==> src/rtl/encoder_emulator.sv <==
// Synthetic quadrature encoder source.
// Emits exactly Rate_Lat rising edges of A per window of WINDOW OUT_CLK ticks.
// The quadrature steps are spread evenly through the window by a phase accumulator.
// The window timing lines up with the pulse-counting encoder front end, so this
// block can drive that counter in loopback or stand in for a missing motor.
module encoder_emulator #(
    parameter int WINDOW = 240,
    parameter int RW     = 8
) (
    input  logic          OUT_CLK,
    input  logic          RST,
    input  logic          Enable,
    input  logic          Dir,
    input  logic [RW-1:0] Rate,
    output logic          A,
    output logic          B,
    output logic          Win,
    output logic [RW-1:0] Rate_Lat,
    output logic          Sat
);

    // The fastest legal rate is one quadrature step per tick, and one A cycle
    // takes four steps. So a window can hold at most WINDOW/4 A rising edges.
    localparam int              WCW     = $clog2(WINDOW);
    localparam int              MAXR    = WINDOW / 4;
    localparam logic [WCW-1:0]  WC_LAST = WCW'(WINDOW - 1);
    localparam logic [WCW-1:0]  WC_PRE  = WCW'(WINDOW - 2);
    localparam logic [15:0]     WIN16   = 16'(WINDOW);
    localparam logic [15:0]     MAXR16  = 16'(MAXR);

    // The phase states are named by their {A,B} levels. Adjacent states differ
    // in one bit only, so A and B never change on the same tick.
    typedef enum logic [1:0] {
        PH_00 = 2'b00,
        PH_10 = 2'b10,
        PH_11 = 2'b11,
        PH_01 = 2'b01
    } phase_t;

    logic [WCW-1:0] wc;
    logic [15:0]    acc;
    logic [15:0]    inc;
    logic [15:0]    sum;
    logic           boundary;
    logic           step;
    logic           en_lat;
    logic           dir_lat;
    logic           rate_over;
    phase_t         phase;

    // Forward steps trace 00->10->11->01. Reverse steps trace the same loop
    // backwards. Either way, each lap of four steps holds one A rising edge.
    function automatic phase_t next_phase(input phase_t cur, input logic fwd);
        phase_t nxt;
        nxt = cur;
        case (cur)
            PH_00:   nxt = fwd ? PH_10 : PH_01;
            PH_10:   nxt = fwd ? PH_11 : PH_00;
            PH_11:   nxt = fwd ? PH_01 : PH_10;
            PH_01:   nxt = fwd ? PH_00 : PH_11;
            default: nxt = PH_00;
        endcase
        return nxt;
    endfunction

    // Each tick adds 4*Rate_Lat to the accumulator. A step fires whenever the
    // sum crosses WINDOW. Across a whole window this gives exactly 4*Rate_Lat
    // steps and leaves the accumulator back at zero.
    always_comb begin
        boundary  = (wc == WC_LAST);
        inc       = en_lat ? (16'(Rate_Lat) << 2) : 16'd0;
        sum       = acc + inc;
        step      = (sum >= WIN16);
        rate_over = (16'(Rate) > MAXR16);
    end

    // The window counter runs freely whatever Enable does. Win is set one tick
    // early so that it is high during the last tick of the window.
    always_ff @(posedge OUT_CLK or posedge RST) begin
        if (RST) begin
            wc  <= '0;
            Win <= 1'b0;
        end else begin
            wc  <= boundary ? '0 : wc + 1'b1;
            Win <= (wc == WC_PRE);
        end
    end

    // Commands are sampled only on the boundary tick. A mid-window change to
    // Enable, Dir or Rate therefore waits for the next window.
    always_ff @(posedge OUT_CLK or posedge RST) begin
        if (RST) begin
            Rate_Lat <= '0;
            Sat      <= 1'b0;
            en_lat   <= 1'b0;
            dir_lat  <= 1'b1;
        end else if (boundary) begin
            Rate_Lat <= rate_over ? RW'(MAXR) : Rate;
            Sat      <= rate_over;
            en_lat   <= Enable;
            dir_lat  <= Dir;
        end
    end

    // Accumulator and phase state machine. The boundary tick still steps with
    // the old rate before clearing acc. Phase is kept across windows and is
    // only forced back to 00 by reset.
    always_ff @(posedge OUT_CLK or posedge RST) begin
        if (RST) begin
            acc   <= '0;
            phase <= PH_00;
        end else begin
            if (step) begin
                phase <= next_phase(phase, dir_lat);
            end
            if (boundary) begin
                acc <= '0;
            end else if (step) begin
                acc <= sum - WIN16;
            end else begin
                acc <= sum;
            end
        end
    end

    assign A = phase[1];
    assign B = phase[0];

endmodule

==> config.mk <==
export PLATFORM = sky130hd
export DESIGN_NAME = encoder_emulator
export DESIGN_NICKNAME = d
export VERILOG_FILES = /design/src/rtl/encoder_emulator.sv
export SDC_FILE = /design/constraint.sdc
export NUM_CORES = 1
export LEC_CHECK = 0
export ABC_AREA = 1
export BUFFER_PORTS_ARGS = -buffer_cell sky130_fd_sc_hd__buf_4
export CAP_MARGIN = 20
export CORE_MARGIN = 3
export CORE_UTILIZATION = 56
export DETAILED_ROUTE_END_ITERATION = 8
export PLACE_DENSITY = 0.86
export SLEW_MARGIN = 30
export SYNTH_ARGS = -nofsm -noshare
export SYNTH_HDL_FRONTEND = slang
export SYNTH_SLANG_ARGS = --single-unit
==> constraint.sdc <==
create_clock -name OUT_CLK -period 6.1 [get_ports OUT_CLK]
set_input_delay 1.525 -clock OUT_CLK [delete_from_list [all_inputs] [get_ports OUT_CLK]]
set_output_delay 1.525 -clock OUT_CLK [all_outputs]
set_load 0.02 [all_outputs]
=== Word level (Yosys, flattened, before mapping) ===
Index checks and enable logic that the tools add are counted.

* Bits in registers: 38
* Bits in latches: 0
* Bits in writable memories: 0
* Memory bits (read-only): 0
* Memories: 0

* Add/subtract/negate cells: 3
* $mul: 0
* Div/mod/pow operators: 0
* Magnitude comparators: 2
* Equal/unequal tests: 5
* Shift operators: 0
* Mux-type cells: 10
* Bitwise logic cells: 0
* Reduce and logical (&&, ||, !) cells: 1

{| class="wikitable"
|+ Operator list
! operator !! number
|-
| 16-bit 2-to-1 mux || 2
|-
| 16-bit by 10-bit adder with 16-bit output || 1
|-
| 8-bit equality test, second input constant || 2
|-
| 16-bit by 8-bit >= comparator with 1-bit output, second input constant || 1
|-
| 8-bit 2-to-1 mux || 2
|-
| 16-bit by 8-bit subtractor with 16-bit output, second input constant || 1
|-
| 10-bit 2-to-1 mux || 1
|-
| 8-bit by 1-bit adder with 8-bit output, second input constant || 1
|-
| 8-bit by 6-bit > comparator with 1-bit output, second input constant || 1
|-
| 2-bit 2-to-1 mux || 4
|-
| 2-bit case mux with 4 select lines || 1
|-
| 2-bit equality test, second input constant || 2
|-
| 2-bit by 1-bit equality test with 1-bit output, second input constant || 1
|-
| 2-bit zero test || 1
|}

=== Logic depth before layout (Yosys ltp) ===
* Word-level depth: 5
* Mapped depth: 21
* Gate-level depth less buffers: 20

=== Least setup slack after synthesis ===
No wires, ideal clock.

* Kind: register -> register
* Start point: register en_lat
* End point: register acc[12]
* Library setup time: 77 ps
* Arrival time: 2569 ps
* Setup slack: 3453 ps
* Cell stages (with the launch flop): 18
* Clock period less this slack: 2647 ps
* Cells stage by stage: dfrtp_1 -> clkbuf_1 -> nand2_1 -> inv_1 -> ha_1 -> inv_1 -> fa_1 -> xnor2_1 -> ha_1 -> inv_1 -> nor2_1 -> nand2_2 -> nand2_4 -> nor2_8 -> nand3_4 -> buf_6 -> nand2_1 -> a21oi_1

* Cells in the longest elaborated chain, start to end: 5
* Elaborated cells between the ends (all ways): 6
* Classes of those cells: add/sub (2); order compare (1); mux (3)

{| class="wikitable"
|+ Ends and longest elaborated chain
! what !! RTL line !! source
|-
| start, declared || 46 || <nowiki>logic en_lat;</nowiki>
|-
| start signal, assigned || 100 || <nowiki>en_lat <= Enable;</nowiki>
|-
| 10-bit 2-to-1 mux (*) || 71 || <nowiki>inc = en_lat ? (16'(Rate_Lat) << 2) : 16'd0;</nowiki>
|-
| 16-bit by 10-bit adder with 16-bit output (*) || 72 || <nowiki>sum = acc + inc;</nowiki>
|-
| 16-bit by 8-bit subtractor with 16-bit output / 16-bit by 8-bit >= comparator with 1-bit output (equally long branches) || 119, 73 ||
|-
| 16-bit 2-to-1 mux (*) || 118 || <nowiki>end else if (step) begin</nowiki>
|-
| 16-bit 2-to-1 mux (*) || 116 || <nowiki>if (boundary) begin</nowiki>
|-
| end signal, assigned || 119 || <nowiki>acc <= sum - WIN16;</nowiki>
|-
| end signal, assigned || 121 || <nowiki>acc <= sum;</nowiki>
|-
| end, declared || 41 || <nowiki>logic [15:0] acc;</nowiki>
|}

Every way passes the cells marked *; elsewhere a longest branch is shown, timed or not.
A chain may end at the register's enable or synchronous reset.

=== Final worst setup path ===
* Start point: register en_lat
* End point: register acc[4]

Same word-level chain as after synthesis.

==> results.toml <==
[setup_path]
cp_max_fo = 17
crit_path_start_kind = "flop"
r2r_cells = 16
r2r-end = "acc[4]"
crit_arrival_ps = 3060
cp.required_ps = 6280
critPathKind = "flop to flop"
rrSetupSlack_ps = 3220
timing.rr.start = "en_lat"
end_kind = "flop"

[logic_synthesis]
yosys_warnings = 0
ys.flop_type = "dfrtp_1"
synthesis.area_mm2 = 0.00249
synth.avg_cell_area_um2 = 7.26
async_flop_share_pct = 100
synth_area_leader_cell = "dfrtp_1"
ys_top_cells_by_area = "dfrtp_1 35%, nand2_1 14%, inv_1 8.9%, nor2_1 5.9%, ha_1 5.5%"
synthCells = 343
synth_seq_cells = 36
ys_seq_area_share_pct = 36.2
synth_cell_types = 37
synth_edf_count = 0
synth_nets = 367
synth_top_cell_area_share_pct = 35.2

[floorplanning]
initial_utilization_pct = 60.1
core_area_mm2 = 0.00414
rows = 23
die-width_um = 72.7
io_pins = 24
die_area_mm2 = 0.00528
chipHeight_um = 72.7

[final_layout]
syn_to_final_growth_pct = 12.8
finalNetCount = 394
layout_common_cells = "93 x nand2_1, 59 x inv_1, 39 x nor2_1, 35 x dfrtp_1, 25 x buf_4"
utilization_pct = 67.7
n_antenna_cell = 0
final_common_cell = "nand2_1"
final_cells = 421
drive_gt1_share_pct = 17.5

[grt]
grt_antenna_before_repair = 0
grt_pass1_wl_mm = 8.97
grt_start_max_net_pins = 37
grt_remaining_overflow = 0
grt_pass1_vias = 2080
grt.total_usage_pct = 21.7

[timing]
tightest_slew_ps = 465
rsz0062_at_grt = "no"
slew_headroom_pct = 69.0
hold_viol_final = 0
finalClockSkew_ps = 7.84
tns_ps = 0
fmax_ghz = 0.347
maxSlewViolCount = 0
setup_viol = 0
post-route-period-util_pct = 47.3
period_needed_ps = 2880

[min_path]
hold_path_end = "dir_lat"
hp-start = "dir_lat"
hold_path.class = "flop to flop"
holdPathStages = 2

[drt]
vias = 2133
wl_mm = 5.09
drc = 0
drtIter0Drc = 111
firstDrtPassIters = 4
wl_per_cell_um = 12.1
drtAntennaViolNets = 0
via_per_inst = 5.07

[clock_network]
clkSlewWorstSetupHoldPaths_ps = 70
cts_buffers = 5
h-tree-depth = 2
cts_resized = 0
cts_setup_buffers = 0
worstSkewPairLatency_ps = 290
cts_hold_buf = 0
clockBufferDepth = 2
root_buffer = "clkbuf_8"
cts_sinks = 36
cts_tree = "yes"

[placement]
dp.cells = 413
io_buffers = 23
dp_hpwl_mm = 3.93
gp_congestion = 0.809

[run]
max_cap_viol_count = 0

[status]
status = "completed"

[power_and_ir_drop]
p_leak_uw = 0.00155
irDropWorstVdd_mv = 0.204
power_density_mw_per_mm2 = 454
[power breakdown]
part | total (uW) | switching [uW] | leakage (uW) | internal (uW)
Combinational | 763 | 488 | 0.00109 | 275
Clock | 176 | 83.9 | 0.0000445 | 91.7
Sequential | 337 | 35.8 | 0.000420 | 301
[cell type report]
| type | instances | area, um^2 |
|---|---|---|
| clock buffers | 7 | 86.3 |
| repair buffers | 25 | 188 |
| clock inverters | 1 | 7.51 |
| inverters | 61 | 229 |
| fillers | 335 | 1340 |
| flip-flops and latches | 36 | 902 |
| well taps | 50 | 62.6 |
| multi-input cells | 241 | 1330 |
[registers in the layout, indices dropped and copies added (netlist names)]
signal and cells:
acc 14, en_lat 1, dir_lat 1, Rate_Lat 8
Sat 1, wc 8, phase 2, Win 1
[layer usage]
layer | share of wire (%) | up-vias | track usage (%)
met1 | 44 | 975 | 27.4
met5 | 0 | - | 0
met3 | 4.4 | 8 | 4.41
li1 | - | 1107 | -
met4 | 1.2 | 0 | 6.76
met2 | 50 | 43 | 37.3
[synthesized netlist by cell type (3+ instances only)]
cell type / count
nand2_1: 93
inv_1: 59
nor2_1: 39
dfrtp_1: 35
nand3_1: 19
ha_1: 11
o21ai_0: 10
a21oi_1: 9
nand2_2: 8
nand3_2: 6
xor2_1: 6
nor3_1: 5
clkbuf_1: 4
a211oi_1: 3
and2_1: 3
nand4_1: 3
nor2_2: 3
[worst max path at each step]
stage | from | end
2_1_floorplan | en_lat | acc[12]
3_3_place_gp | en_lat | acc[12]
3_5_place_dp | en_lat | acc[5]
4_1_cts | en_lat | acc[5]
5_1_grt | en_lat | acc[5]
6_report | en_lat | acc[4]
[worst max-delay path, cell delays in order, from the launching register on]
cell     delay (ps)
dfrtp_1         480
nand2_1          90
inv_1            70
ha_1            210
inv_1            70
fa_1            410
xnor2_1         330
ha_1            260
inv_1            50
nor2_1          130
nand2_2         110
nand2_4         110
nor2_8           40
nand3_4         180
nand2_1          90
nand2_1          90
nor2_1           50
[logic make-up (layout without fill, tap and decap cells)]
| family | count (synthesis) | in the layout | synth area share [%] |
|---|---|---|---|
| buf+inv | 66 | 94 | 10.3 |
| flops | 36 | 36 | 36.2 |
| simple gates | 192 | 192 | 37.2 |
| xor+xnor | 9 | 9 | 3.47 |
| compound gates | 28 | 28 | 6.54 |
| fa+ha+maj | 12 | 12 | 6.33 |
[stage by stage]
| stage | setup WS, ps | hold WS (ps) | total power (uW) | area [um^2] |
|---|---|---|---|---|
| after floorplan | 3450 | 454 | 954 | 2490 |
| after global placement | 3390 | 473 | 1070 | 2710 |
| after detailed placement | 3240 | 480 | 1100 | 2710 |
| after CTS | 3210 | 491 | 1280 | 2810 |
| after global routing | 2880 | 511 | 1400 | 2810 |
| final | 3220 | 487 | 1280 | 2810 |
(Power assumes the default switching activity.)
